==> src/rtl/pm_pkg.sv <==
// Purpose: shared state encoding and default thresholds for the ALU idle monitor.
// Latency: n/a (types, constants and a decode helper only).
// Backpressure: n/a.
package pm_pkg;

    typedef enum logic [1:0] {
        ACTIVE = 2'b00,
        IDLE   = 2'b01,
        DEEP   = 2'b10,
        WAKE   = 2'b11
    } pm_state_e;

    localparam int PM_IDLE_THRESH = 5;
    localparam int PM_DEEP_THRESH = 10;
    localparam int PM_WAKE_CYCLES = 2;
    localparam int PM_CNT_W       = 8;

    // Both graded inactivity levels drive the downstream idle input.
    function automatic logic pm_is_idle(input pm_state_e s);
        return (s == IDLE) || (s == DEEP);
    endfunction

endpackage

==> src/rtl/quiet_counter.sv <==
// Purpose: saturating up-counter with synchronous clear; used for quiet runs and the wake window.
// Latency: count updates on the edge after clr/inc; cnt_adv is the combinational saturated cnt+1.
// Backpressure: none; clr has priority over inc, counting stops at all-ones.
module quiet_counter #(
    parameter int W = 8
) (
    input  logic         clk,
    input  logic         reset,
    input  logic         clr,
    input  logic         inc,
    output logic [W-1:0] cnt,
    output logic [W-1:0] cnt_adv
);

    localparam logic [W-1:0] CNT_MAX = '1;

    // Saturated advance is exposed so the owner can decide on it before the edge.
    assign cnt_adv = (cnt == CNT_MAX) ? CNT_MAX : cnt + 1'b1;

    // Counter register: clear wins, otherwise advance when enabled.
    always_ff @(posedge clk or posedge reset) begin
        if (reset) begin
            cnt <= '0;
        end else if (clr) begin
            cnt <= '0;
        end else if (inc) begin
            cnt <= cnt_adv;
        end
    end

endmodule

==> src/rtl/alu_activity_monitor.sv <==
// Purpose: grades ALU bus inactivity into IDLE/DEEP levels and produces idle/interrupt/wake for power management.
// Latency: outputs registered from next state; idle on the IDLE_THRESH-th quiet edge, wake pulse the cycle after activity.
// Backpressure: none; outputs are free-running levels, stable between edges.
module alu_activity_monitor
    import pm_pkg::*;
#(
    parameter int IDLE_THRESH = PM_IDLE_THRESH,
    parameter int DEEP_THRESH = PM_DEEP_THRESH,
    parameter int WAKE_CYCLES = PM_WAKE_CYCLES,
    parameter int CNT_W       = PM_CNT_W
) (
    input  logic             clk,
    input  logic             reset,
    input  logic [3:0]       a,
    input  logic [3:0]       b,
    input  logic [1:0]       opcode,
    input  logic             s3_state,
    input  logic             wake_req,
    output logic             idle,
    output logic             interrupt,
    output logic             wake,
    output logic [1:0]       state,
    output logic [CNT_W-1:0] quiet_cnt
);

    if (IDLE_THRESH < 1) begin : g_bad_idle_thresh
        $error("alu_activity_monitor: IDLE_THRESH must be at least 1");
    end
    if (DEEP_THRESH <= IDLE_THRESH) begin : g_bad_deep_order
        $error("alu_activity_monitor: DEEP_THRESH must exceed IDLE_THRESH");
    end
    if (DEEP_THRESH > (2 ** CNT_W) - 1) begin : g_bad_deep_range
        $error("alu_activity_monitor: DEEP_THRESH must fit in CNT_W bits");
    end
    if (WAKE_CYCLES < 1) begin : g_bad_wake_cycles
        $error("alu_activity_monitor: WAKE_CYCLES must be at least 1");
    end

    localparam int WAKE_W = $clog2(WAKE_CYCLES + 1);

    localparam logic [CNT_W-1:0]  IDLE_T = CNT_W'(IDLE_THRESH);
    localparam logic [CNT_W-1:0]  DEEP_T = CNT_W'(DEEP_THRESH);
    localparam logic [WAKE_W-1:0] WAKE_T = WAKE_W'(WAKE_CYCLES);

    pm_state_e         st_q;
    pm_state_e         st_nxt;
    logic [3:0]        prev_a;
    logic [3:0]        prev_b;
    logic [1:0]        prev_op;
    logic              activity;
    logic [CNT_W-1:0]  q_adv;
    logic [CNT_W-1:0]  q_raw;
    logic [WAKE_W-1:0] w_cnt;
    logic [WAKE_W-1:0] w_adv;
    logic              wake_entry;
    logic              wake_exit;

    // Any bus change since the previous edge, or an explicit wake request, is activity.
    assign activity = ({a, b, opcode} != {prev_a, prev_b, prev_op}) || wake_req;

    // Quiet count this edge would produce before the WAKE-boundary clears.
    assign q_raw = activity ? '0 : q_adv;

    // Next-state decision; S3 dominates activity in ACTIVE and IDLE, and pins DEEP.
    always_comb begin
        st_nxt = st_q;
        case (st_q)
            ACTIVE: if (s3_state || (q_raw == IDLE_T)) st_nxt = IDLE;
            IDLE: begin
                if (activity && !s3_state)             st_nxt = WAKE;
                else if ((q_raw >= DEEP_T) || s3_state) st_nxt = DEEP;
            end
            DEEP:   if (activity && !s3_state) st_nxt = WAKE;
            WAKE:   if (w_adv == WAKE_T) st_nxt = ACTIVE;
            default: st_nxt = ACTIVE;
        endcase
    end

    assign wake_entry = (st_nxt == WAKE) && (st_q != WAKE);
    assign wake_exit  = (st_q == WAKE) && (st_nxt == ACTIVE);

    quiet_counter #(.W(CNT_W)) u_quiet_cnt (
        .clk     (clk),
        .reset   (reset),
        .clr     (activity || wake_entry || wake_exit),
        .inc     (1'b1),
        .cnt     (quiet_cnt),
        .cnt_adv (q_adv)
    );

    // Wake window timer: idle at zero outside WAKE, never advances past the window length.
    quiet_counter #(.W(WAKE_W)) u_wake_cnt (
        .clk     (clk),
        .reset   (reset),
        .clr     (st_nxt != WAKE),
        .inc     ((st_q == WAKE) && (w_cnt != WAKE_T)),
        .cnt     (w_cnt),
        .cnt_adv (w_adv)
    );

    // State, input history and outputs decoded from the next state.
    always_ff @(posedge clk or posedge reset) begin
        if (reset) begin
            st_q      <= ACTIVE;
            prev_a    <= '0;
            prev_b    <= '0;
            prev_op   <= '0;
            idle      <= 1'b0;
            interrupt <= 1'b0;
            wake      <= 1'b0;
        end else begin
            st_q      <= st_nxt;
            prev_a    <= a;
            prev_b    <= b;
            prev_op   <= opcode;
            idle      <= pm_is_idle(st_nxt);
            interrupt <= (st_nxt == DEEP);
            wake      <= wake_entry;
        end
    end

    assign state = st_q;

endmodule
==> config.mk <==
export PLATFORM = sky130hd
export DESIGN_NAME = alu_activity_monitor
export DESIGN_NICKNAME = d
export VERILOG_FILES = /design/src/rtl/pm_pkg.sv /design/src/rtl/quiet_counter.sv /design/src/rtl/alu_activity_monitor.sv
export SDC_FILE = /design/constraint.sdc
export NUM_CORES = 1
export LEC_CHECK = 0
export BUFFER_PORTS_ARGS = -buffer_cell sky130_fd_sc_hd__buf_2
export CAP_MARGIN = 20
export CORE_UTILIZATION = 47
export DETAILED_ROUTE_END_ITERATION = 7
export PLACE_DENSITY = 0.84
export RECOVER_POWER = 100
export SYNTH_ARGS = -nofsm -noshare
export SYNTH_HDL_FRONTEND = slang
export SYNTH_SLANG_ARGS = --single-unit
==> constraint.sdc <==
create_clock -name clk -period 3.1 [get_ports clk]
set_clock_uncertainty 0.2 [all_clocks]
set_input_delay 0.31 -clock clk [delete_from_list [all_inputs] [get_ports clk]]
set_output_delay 0.31 -clock clk [all_outputs]
set_load 0.02 [all_outputs]
# After elaboration in Yosys (flattened, before gate mapping)
# Cells that the tools add are included.
classes:
  n_addsub: 2
  order_cmp: 1
  eq_ne: 14
  mux: 12
  reduce_logical: 14
ops:
  columns: ["op", "count"]
  rows:
  - ["two-way mux 8 bit", 3]
  - ["two-way mux 2 bit", 8]
  - ["== test 2 bit, second input constant", 6]
  - ["!= test 10 bit", 1]
  - ["adder 8 x 1 -> 8 bit, second input constant", 1]
  - ["== test 8 x 3 -> 1 bit, second input constant", 1]
  - ["== test 8 bit, second input constant", 1]
  - [">= comparator 8 x 4 -> 1 bit, second input constant", 1]
  - ["case mux 2 bit (4 select lines)", 1]
  - ["logical OR 1 bit", 6]
  - ["!= test 2 bit, second input constant", 3]
  - ["== test 2 x 1 -> 1 bit, second input constant", 2]
  - ["logical AND 1 bit", 4]
  - ["zero test 2 bit", 2]
  - ["adder 2 x 1 -> 2 bit, second input constant", 1]
  - ["nonzero test 2 bit", 1]
  - ["zero test 1 bit", 1]
totals:
  reg_bits: 25
  inputBits: 14
  out_inout_bits: 13
  elab_cells: 52

# Longest topological paths before layout
# Gate-level depths: netlist of run 1.
depth:
  ltp_word: 13
  ltp_mapped: 10
  depth_no_buf: 10

# Hierarchy
# A second synthesis of run 1 with hierarchy kept.
unflattened:
  cells_unflattened: 133
  hier_area_um2: 1392.6
modules_own_cells:
  columns: ["module", "instances", "cells_each", "area_per_inst_um2", "seq_area_each_um2"]
  rows:
  - ["alu_activity_monitor", 1, 59, 708.2, 375.4]
  - ["quiet_counter at u_quiet_cnt", 1, 64, 586.8, 200.2]
  - ["quiet_counter at u_wake_cnt", 1, 10, 97.6, 50.0]

# Worst setup path before layout of run 1
# No wires, ideal clock.
synth_timing:
  kind: "register to register"
  from: "reg u_quiet_cnt.cnt[0]"
  to: "reg u_quiet_cnt.cnt[6]"
  setup_ns: 0.081
  arrival_time_ns: 2.720
  required_ns: 2.819
  slack_ns: 0.099
  stages_incl_launch_ff: 8
  n_path_buf: 0
  period_less_slack_ns: 3.001
  path_cell_list: "dfrtp_1 > ha_1 > or4_1 > or3_1 > a32o_2 > ha_1 > a311o_1 > nor3_2"
synth_via:
  elab_chain_len: 13
  word_cells_on_any_way: 19
  cone_classes: "add/sub (1); order compare (1); eq/ne (3); mux (7); reduce/logical (7)"
synth_rtl:
  columns: ["element", "line_no", "text"]
  rows:
  - ["from (decl)", "quiet_counter.sv:11", "output logic [W-1:0] cnt,"]
  - ["from (signal assigned)", "quiet_counter.sv:27", "cnt <= cnt_adv;"]
  - ["adder 8 x 1 -> 8 bit / == test 8 bit (equally long branches)", "quiet_counter.sv:18", "assign cnt_adv = (cnt == CNT_MAX) ? CNT_MAX : cnt + 1'b1;"]
  - ["two-way mux 8 bit (*)", "quiet_counter.sv:18", null]
  - ["two-way mux 8 bit", "alu_activity_monitor.sv:62", "assign q_raw = activity ? '0 : q_adv;"]
  - [">= comparator 8 x 4 -> 1 bit", "alu_activity_monitor.sv:71", "else if ((q_raw >= DEEP_T) || s3_state) st_nxt = DEEP;"]
  - ["logical OR 1 bit", "alu_activity_monitor.sv:71", null]
  - ["two-way mux 2 bit", "alu_activity_monitor.sv:71", null]
  - ["two-way mux 2 bit", "alu_activity_monitor.sv:70", "if (activity && !s3_state) st_nxt = WAKE;"]
  - ["case mux 2 bit (4 select lines)", "alu_activity_monitor.sv:67", "case (st_q)"]
  - ["== test 2 bit", "alu_activity_monitor.sv:79", "assign wake_entry = (st_nxt == WAKE) && (st_q != WAKE);"]
  - ["logical AND 1 bit", "alu_activity_monitor.sv:79", null]
  - ["logical OR 1 bit (2 in series)", "alu_activity_monitor.sv:85", ".clr (activity || wake_entry || wake_exit),"]
  - ["two-way mux 8 bit (*)", "quiet_counter.sv:24", "end else if (clr) begin"]
# Every way passes the cells marked *; elsewhere a longest branch is shown, timed or not.
# A chain may end at the register's enable or synchronous reset.

# Worst setup path in the final report of run 1
layout_timing:
  from: "in a[0]"
  to: "reg u_quiet_cnt.cnt[4]"
layout_via:
  elab_chain_len: 13
  word_cells_on_any_way: 20
  cone_classes: "order compare (1); eq/ne (3); mux (7); reduce/logical (9)"
layout_rtl:
  columns: ["element", "line_no", "text"]
  rows:
  - ["from (decl)", "alu_activity_monitor.sv:14", "input logic [3:0] a,"]
  - ["!= test 10 bit (*)", "alu_activity_monitor.sv:59", "assign activity = ({a, b, opcode} != {prev_a, prev_b, prev_op}) || wake_req;"]
  - ["logical OR 1 bit (*)", "alu_activity_monitor.sv:59", null]
  - ["two-way mux 8 bit", "alu_activity_monitor.sv:62", null]
  - [">= comparator 8 x 4 -> 1 bit", "alu_activity_monitor.sv:71", null]
  - ["logical OR 1 bit", "alu_activity_monitor.sv:71", null]
  - ["two-way mux 2 bit", "alu_activity_monitor.sv:71", null]
  - ["two-way mux 2 bit", "alu_activity_monitor.sv:70", null]
  - ["case mux 2 bit (4 select lines)", "alu_activity_monitor.sv:67", null]
  - ["== test 2 bit", "alu_activity_monitor.sv:79", null]
  - ["logical AND 1 bit", "alu_activity_monitor.sv:79", null]
  - ["logical OR 1 bit", "alu_activity_monitor.sv:85", null]
  - ["logical OR 1 bit (*)", "alu_activity_monitor.sv:85", null]
  - ["two-way mux 8 bit (*)", "quiet_counter.sv:24", null]
# Marks and branches as above.

==> results_dict.tcl, run 1 <==
set metrics [dict create \
    outcome "complete, but fails checks" \
    violations "design-rule violations" \
    worst_endpoint_required_time_ns 3.17 \
    cell_types_with_the_highest_counts_after_synthesis "25 x dfrtp_1, 12 x xor2_1" \
    endpoint_kind "flip-flop" \
    worst_path_max_delay_cell "dlygate4sd3_1" \
    worst_hold_slack_ns 0.168 \
    leakage_power_nw 0.669 \
    clock.fmax_ghz 0.327 \
    pwr_cell_area_mw_per_mm2 524 \
    power.ir.vdd_worst_mv 0.461 \
    drc_errors 2 \
    number_of_global_route_vias_before_repair 999 \
    drt.antenna.violating_nets 0 \
    post_route_cells_drive_above_1_share 0.256 \
    cts_root_buf "clkbuf_4" \
    worst-setup-path-type "input port to flip-flop" \
    synth_area_leader_cell "dfrtp_1" \
    placement.cell_area_mm2 0.00140 \
    crit_path_start_kind "input port" \
    globalplace.congestion 0.830 \
    antenna_cells 0 \
    post_synth_instance_area_mm2 0.00123 \
    synth.yosys.warnings 0 \
    post_synth_edffs 0 \
    die-area_mm2 0.00282 \
    grtUsageTotal 0.210 \
    final_cell_count_no_fill 186 \
    fp.dieH_um 53.1 \
    routed_via_density 5.67 \
    clkLatencyLatePin_ns 0.33 \
    worst_hold_path_type "input port to flip-flop" \
    final.setup.tns_ns 0 \
    layout_worst_path_cycle_share 0.986 \
    multiInputGateArea_um2 598 \
    finish.instance_area_mm2 0.00161 \
    clock_buffers_created_by_tritoncts 3 \
    crit_path_cell_trace "dlygate4sd3_1 -> clkbuf_1 -> xor2_1 -> nor4_2 -> nand3_2 -> or3_4 -> a32o_2 -> ha_1 -> a311o_2 -> nor3_2" \
    r2r_setup_slk_ns 0.10 \
    postSynthRegisterBits 25 \
    final.min_clock_period_ns 3.06 \
    std_cell_rows 18 \
    die_width_um 53.1 \
    max-clock-path-buffers 2 \
    synth_cell_type_count 35 \
    cts.sinks 25 \
    via_count 1054 \
    cts_tree "built" \
    post-layout-total-power_mw 0.846 \
    slew_viol_final 0 \
    grt_antenna_before_repair 0 \
    library_cell_with_the_highest_instance_count_after_synthesis "dfrtp_1" \
    first_iter_violations 29 \
    filler_cell_count 198 \
    postSynthNetCount 127 \
    placedCellCount 166 \
    synth.yosys.seq_area_share 0.510 \
    synth_top_cells_by_area "dfrtp_1 51%, xor2_1 8.6%, ha_1 4.1%, a31oi_1 2.5%, a21oi_1 2.4%" \
    timing.critical_path.arrival_ns 3.12 \
    io_pins 27 \
    dr.pass1.iters 6 \
    synth_area_per_cell_um2 11.3 \
    crit_path_max_fanout 8 \
    wl_per_cell_um 14.7 \
    max-slew-margin-rel 0.369 \
    cap_viol_max_count 0 \
    wirelength_um 2730 \
    area_delta_synth_final_pct 31.4 \
    synth-async-reset-ratio 1.00 \
    grt.overflow.total 0 \
    synth_largest_type_area_fraction 0.510 \
    detailedPlace.worstSlack_ns 0.0484 \
    clk_pin_slew_worst_paths_ns 0.14 \
    postLayoutSetupSlackWorst_ns 0.0434 \
    report.final.hold_viol_count 0 \
    worst_slew_pin_slew_ns 0.946 \
    yosys_most_used_dff "dfrtp_1" \
    grt_pass1_wl_um 4160 \
    finalNetCount 175 \
    finish.utilization 0.651 \
    effective_utilization_at_floorplan 0.495 \
    syn-instance-count 109 \
    seqCellArea_um2 627 \
    dp.final_hpwl_um 1810 \
    final-setup-viol-count 0 \
    port_buffers 26 \
    critPathMaxStageDelay_ns 0.53 \
    grt_start_max_net_pins 26 \
    floorplan.core_area_mm2 0.00248 \
    cts_htree_levels 1 \
]
layer usage:
| layer | vias up | part of all wire | wire length, um | global-route usage |
|---|---|---|---|---|
| met5 | - | 0 | 0 | 0 |
| met4 | 0 | 0.025 | 68 | 0.149 |
| met3 | 6 | 0.055 | 150 | 0.0316 |
| met2 | 47 | 0.50 | 1350 | 0.331 |
| met1 | 514 | 0.42 | 1160 | 0.258 |
| li1 | 487 | - | - | - |
critical path: cells and delay by family:
family | cells | cell delay [ns]
and+or+nand+nor | 4 | 1.07
adders and majority gates | 1 | 0.18
xor gates and xnor gates | 1 | 0.15
buffers and inverters | 2 | 0.65
AOI/OAI and AO/OA | 2 | 0.77
layout by cell type (no fill, tap or decap), types with 2 or more instances in the layout:
cell,count
buf_4,9
a21oi_1,6
nor2b_1,2
and2_1,2
nor4_2,2
nand4_1,2
a31oi_1,4
dfrtp_1,24
nor2_1,6
dlygate4sd3_1,11
xnor2_1,2
clkbuf_4,3
o21ai_0,2
nand2_1,6
ha_1,3
or3_4,2
clkbuf_1,17
buf_2,9
inv_1,6
nor3_2,4
xor2_1,12
registers in the layout, summed over array words and instances, names as in the netlist:
signal / flops
u_quiet_cnt.cnt: 8
state: 2
prev_b: 4
prev_a: 4
u_wake_cnt.cnt: 2
prev_op: 2
idle: 1
interrupt: 1
wake: 1
worst paths after layout:
check	startpoint	to	cells after the start
max in group asynchronous	reset	u_quiet_cnt.cnt[1]	3
setup reg to reg	u_quiet_cnt.cnt[0]	u_quiet_cnt.cnt[4]	10
min in group asynchronous	reset	prev_b[1]	3
setup / recovery	a[0]	u_quiet_cnt.cnt[4]	10
hold reg to reg	u_wake_cnt.cnt[1]	u_wake_cnt.cnt[1]	2
hold / removal	s3_state	state[0]	3
timing repair:
item,in CTS,in global routing
hold buffers,11,0
hold endpoints to repair,25,0
resized for setup,0,15
setup buffers,0,5
endpoints found under the setup margin,0,8
cells by family (layout without fill, tap and decap cells):
kind of cell,count (synthesis),count (layout),share of synthesized area
and+or+nand+nor,33,33,0.172
DFF,25,25,0.510
AOI/OAI and AO/OA,22,22,0.123
xor gates and xnor gates,14,14,0.0999
buffers and inverters,10,57,0.0459
adders and majority gates,4,4,0.0408
muxes,1,1,0.00816
cell type report:
| class | instances | area share |
|---|---|---|
| Sequential cell | 25 | 0.389 |
| Clock buffer | 3 | 0.0140 |
| Clock inverter | 1 | 0.00465 |
| Tap cell | 30 | 0.0233 |
| Multi-Input combinational cell | 74 | 0.371 |
| Timing Repair Buffer | 47 | 0.185 |
| Inverter | 6 | 0.0140 |
where the power goes:
group          switching [mW]  leakage [nW]  internal, mW
combinational           0.161         0.343         0.121
clock                   0.105        0.0139        0.0495
sequential             0.0352         0.311         0.374
total                   0.301         0.669         0.544
Power figures use the tool's default switching activity.
==> run 2, diff against run 1 <==
Settings changed: MAX_ROUTING_LAYER set to met4, RECOVER_POWER 100 to 25.
==> run 2 against run 1 <==
The flow still finishes with violations (design-rule violations); count of clock-buffer cells in the layout did not move; via count fell by 0.28%; die area did not move; flip-flop and latch count did not move; register-to-register slack got worse by 0.03 ns; setup slack got worse by 0.015 ns; sequential power barely moved; final cell count did not move; clock power barely moved; non-clock buffer count did not move; largest power group unchanged; highest routed layer unchanged.
==> results_dict.tcl, run 2 (synthesized netlist as in run 1, its figures left out) <==
set metrics [dict create \
    via_count 1051 \
    wl_per_cell_um 14.5 \
    report.final.hold_viol_count 0 \
    antenna_cells 0 \
    clock_buffers_created_by_tritoncts 3 \
    critPathMaxStageDelay_ns 0.53 \
    hold_path.startpoint "s3_state" \
    std_cell_rows 18 \
    grt_start_max_net_pins 26 \
    cts_tree "built" \
    grt.overflow.total 0 \
    floorplan.core_area_mm2 0.00248 \
    layout_common_cells "23 x dfrtp_1, 14 x clkbuf_1, 12 x xor2_1, 12 x buf_2, 11 x dlygate4sd3_1" \
    post-layout-total-power_mw 0.844 \
    port_buffers 26 \
    reg2reg_from "u_quiet_cnt.cnt[0]" \
    power_switching_share 0.355 \
    worstHoldEndpoint "state[0]" \
    grt_pass1_wl_um 4140 \
    worst_endpoint_required_time_ns 3.16 \
    finish.utilization 0.653 \
    worst_path_max_delay_cell "dlygate4sd3_1" \
    final.min_clock_period_ns 3.07 \
    area_delta_synth_final_pct 31.8 \
    r2r_setup_slk_ns 0.07 \
    cts_htree_levels 1 \
    globalplace.congestion 0.843 \
    timing.reg2reg.worst_path_depth 10 \
    die-area_mm2 0.00282 \
    placedCellCount 166 \
    pwr_cell_area_mw_per_mm2 522 \
    clkLatencyLatePin_ns 0.33 \
    crit_path_start_kind "input port" \
    drt.antenna.violating_nets 0 \
    io_pins 27 \
    power_frac_seq 0.484 \
    hold_path_cell_cnt 3 \
    power.clock.fraction 0.183 \
    max-clock-path-buffers 2 \
    violations "design-rule violations" \
    drc_errors 2 \
    leakage_power_nw 0.680 \
    dp.final_hpwl_um 1810 \
    slew_viol_final 0 \
    max-slew-margin-rel 0.374 \
    grtUsageTotal 0.214 \
    cts.sinks 25 \
    final_cell_count_no_fill 186 \
    fp.dieH_um 53.1 \
    endpoint_kind "flip-flop" \
    regToRegEndpoint "u_quiet_cnt.cnt[5]" \
    die_width_um 53.1 \
    number_of_global_route_vias_before_repair 1005 \
    power.ir.vdd_worst_mv 0.462 \
    clk_pin_slew_worst_paths_ns 0.14 \
    dr.pass1.iters 6 \
    outcome "complete, but fails checks" \
    largest_register_ff_count 8 \
    cap_viol_max_count 0 \
    grt_antenna_before_repair 0 \
    post_route_cells_drive_above_1_share 0.282 \
    first_iter_violations 35 \
    layout_worst_path_cycle_share 0.991 \
    timing.critical_path.arrival_ns 3.13 \
    routed_via_density 5.65 \
    crit_path_max_fanout 8 \
    worst_slew_pin_slew_ns 0.938 \
    worst_hold_path_type "input port to flip-flop" \
    mostFrequentLayoutCell "dfrtp_1" \
    crit_path_cell_trace "dlygate4sd3_1 -> clkbuf_1 -> xor2_1 -> nor4_2 -> nand3_2 -> or3_4 -> a32o_2 -> ha_1 -> a311o_2 -> a21oi_1" \
    clock.fmax_ghz 0.326 \
    internal_power_mw 0.544 \
    cts_root_buf "clkbuf_4" \
    registers.top_by_ff_count "u_quiet_cnt.cnt" \
    finalNetCount 175 \
    comb_power_share 0.333 \
    wirelength_um 2700 \
    worst-setup-path-type "input port to flip-flop" \
    top_regs "u_quiet_cnt.cnt (8), prev_a (4), prev_b (4)" \
    power.switching_mw 0.299 \
    final-setup-viol-count 0 \
    effective_utilization_at_floorplan 0.495 \
]
-- run 2: cell types whose count changed in the layout (fill, tap and decap cells not counted), sizes merged --
cell | before | now
buf | 19 | 22
clkbuf | 20 | 17
-- run 2: worst max path at each step --
| stage | from | endpoint | slack, ns | cells after the start |
|---|---|---|---|---|
| floorplan | u_quiet_cnt.cnt[0] | u_quiet_cnt.cnt[6] | 0.1 | 7 |
| global placement | u_quiet_cnt.cnt[0] | u_quiet_cnt.cnt[3] | 0.13 | 10 |
| detailed placement | u_quiet_cnt.cnt[1] | u_quiet_cnt.cnt[6] | 0.05 | 10 |
| CTS | u_quiet_cnt.cnt[1] | u_quiet_cnt.cnt[6] | 0.02 | 10 |
| global route | a[0] | u_quiet_cnt.cnt[1] | -0.04 | 10 |
| finish | a[0] | u_quiet_cnt.cnt[5] | 0.03 | 10 |
-- run 2: worst max-delay path: cells and delay by family --
kind	cells	cell delay (ns)
AO/OA/AOI/OAI	3	0.94
adder cells (fa/ha/maj)	1	0.18
AND/OR/NAND/NOR	3	0.90
XOR/XNOR	1	0.15
buffers and inverters	2	0.65
-- run 2: area by class of cell --
| type | count | area [um2] |
|---|---|---|
| fillers | 198 | 860 |
| flip-flops and latches | 25 | 628 |
| multi-input cells | 74 | 598 |
| repair buffers | 47 | 302 |
| well taps | 30 | 37.5 |
| clock buffers | 3 | 22.5 |
| inverters | 6 | 22.5 |
| clock inverters | 1 | 7.51 |
-- run 2: power by group through the flow --
stage / registers (mW) / clock network [mW] / logic (mW)
CTS: 0.407 / 0.157 / 0.278
floorplan: 0.437 / 0 / 0.178
global placement: 0.409 / 0 / 0.254
detailed placement: 0.414 / 0 / 0.267
finish: 0.408 / 0.155 / 0.281
global route: 0.414 / 0.173 / 0.316
-- run 2: metrics by stage --
step / worst slack (ns) / area, um2 / hold slack, ns / TNS, ns
floorplan: 0.0988 / 1230 / 0.137 / 0
global placement: 0.129 / 1400 / 0.243 / 0
detailed placement: 0.0484 / 1400 / 0.245 / 0
CTS: 0.0210 / 1540 / 0.143 / 0
global route: -0.0400 / 1620 / 0.160 / -0.141
finish: 0.0279 / 1620 / 0.155 / 0
-- run 2: layer usage --
metal | global-route usage | part of all wire
met3 | 0.0316 | 0.050
met2 | 0.333 | 0.49
met1 | 0.255 | 0.43
met5 | - | 0
met4 | 0.149 | 0.026
-- run 2: what timing repair did --
action,4_1_cts,5_1_grt
endpoints found under the setup margin,0,8
buffers inserted,0,5
resized for setup,0,15
hold buffers,11,0
hold endpoints to repair,25,0
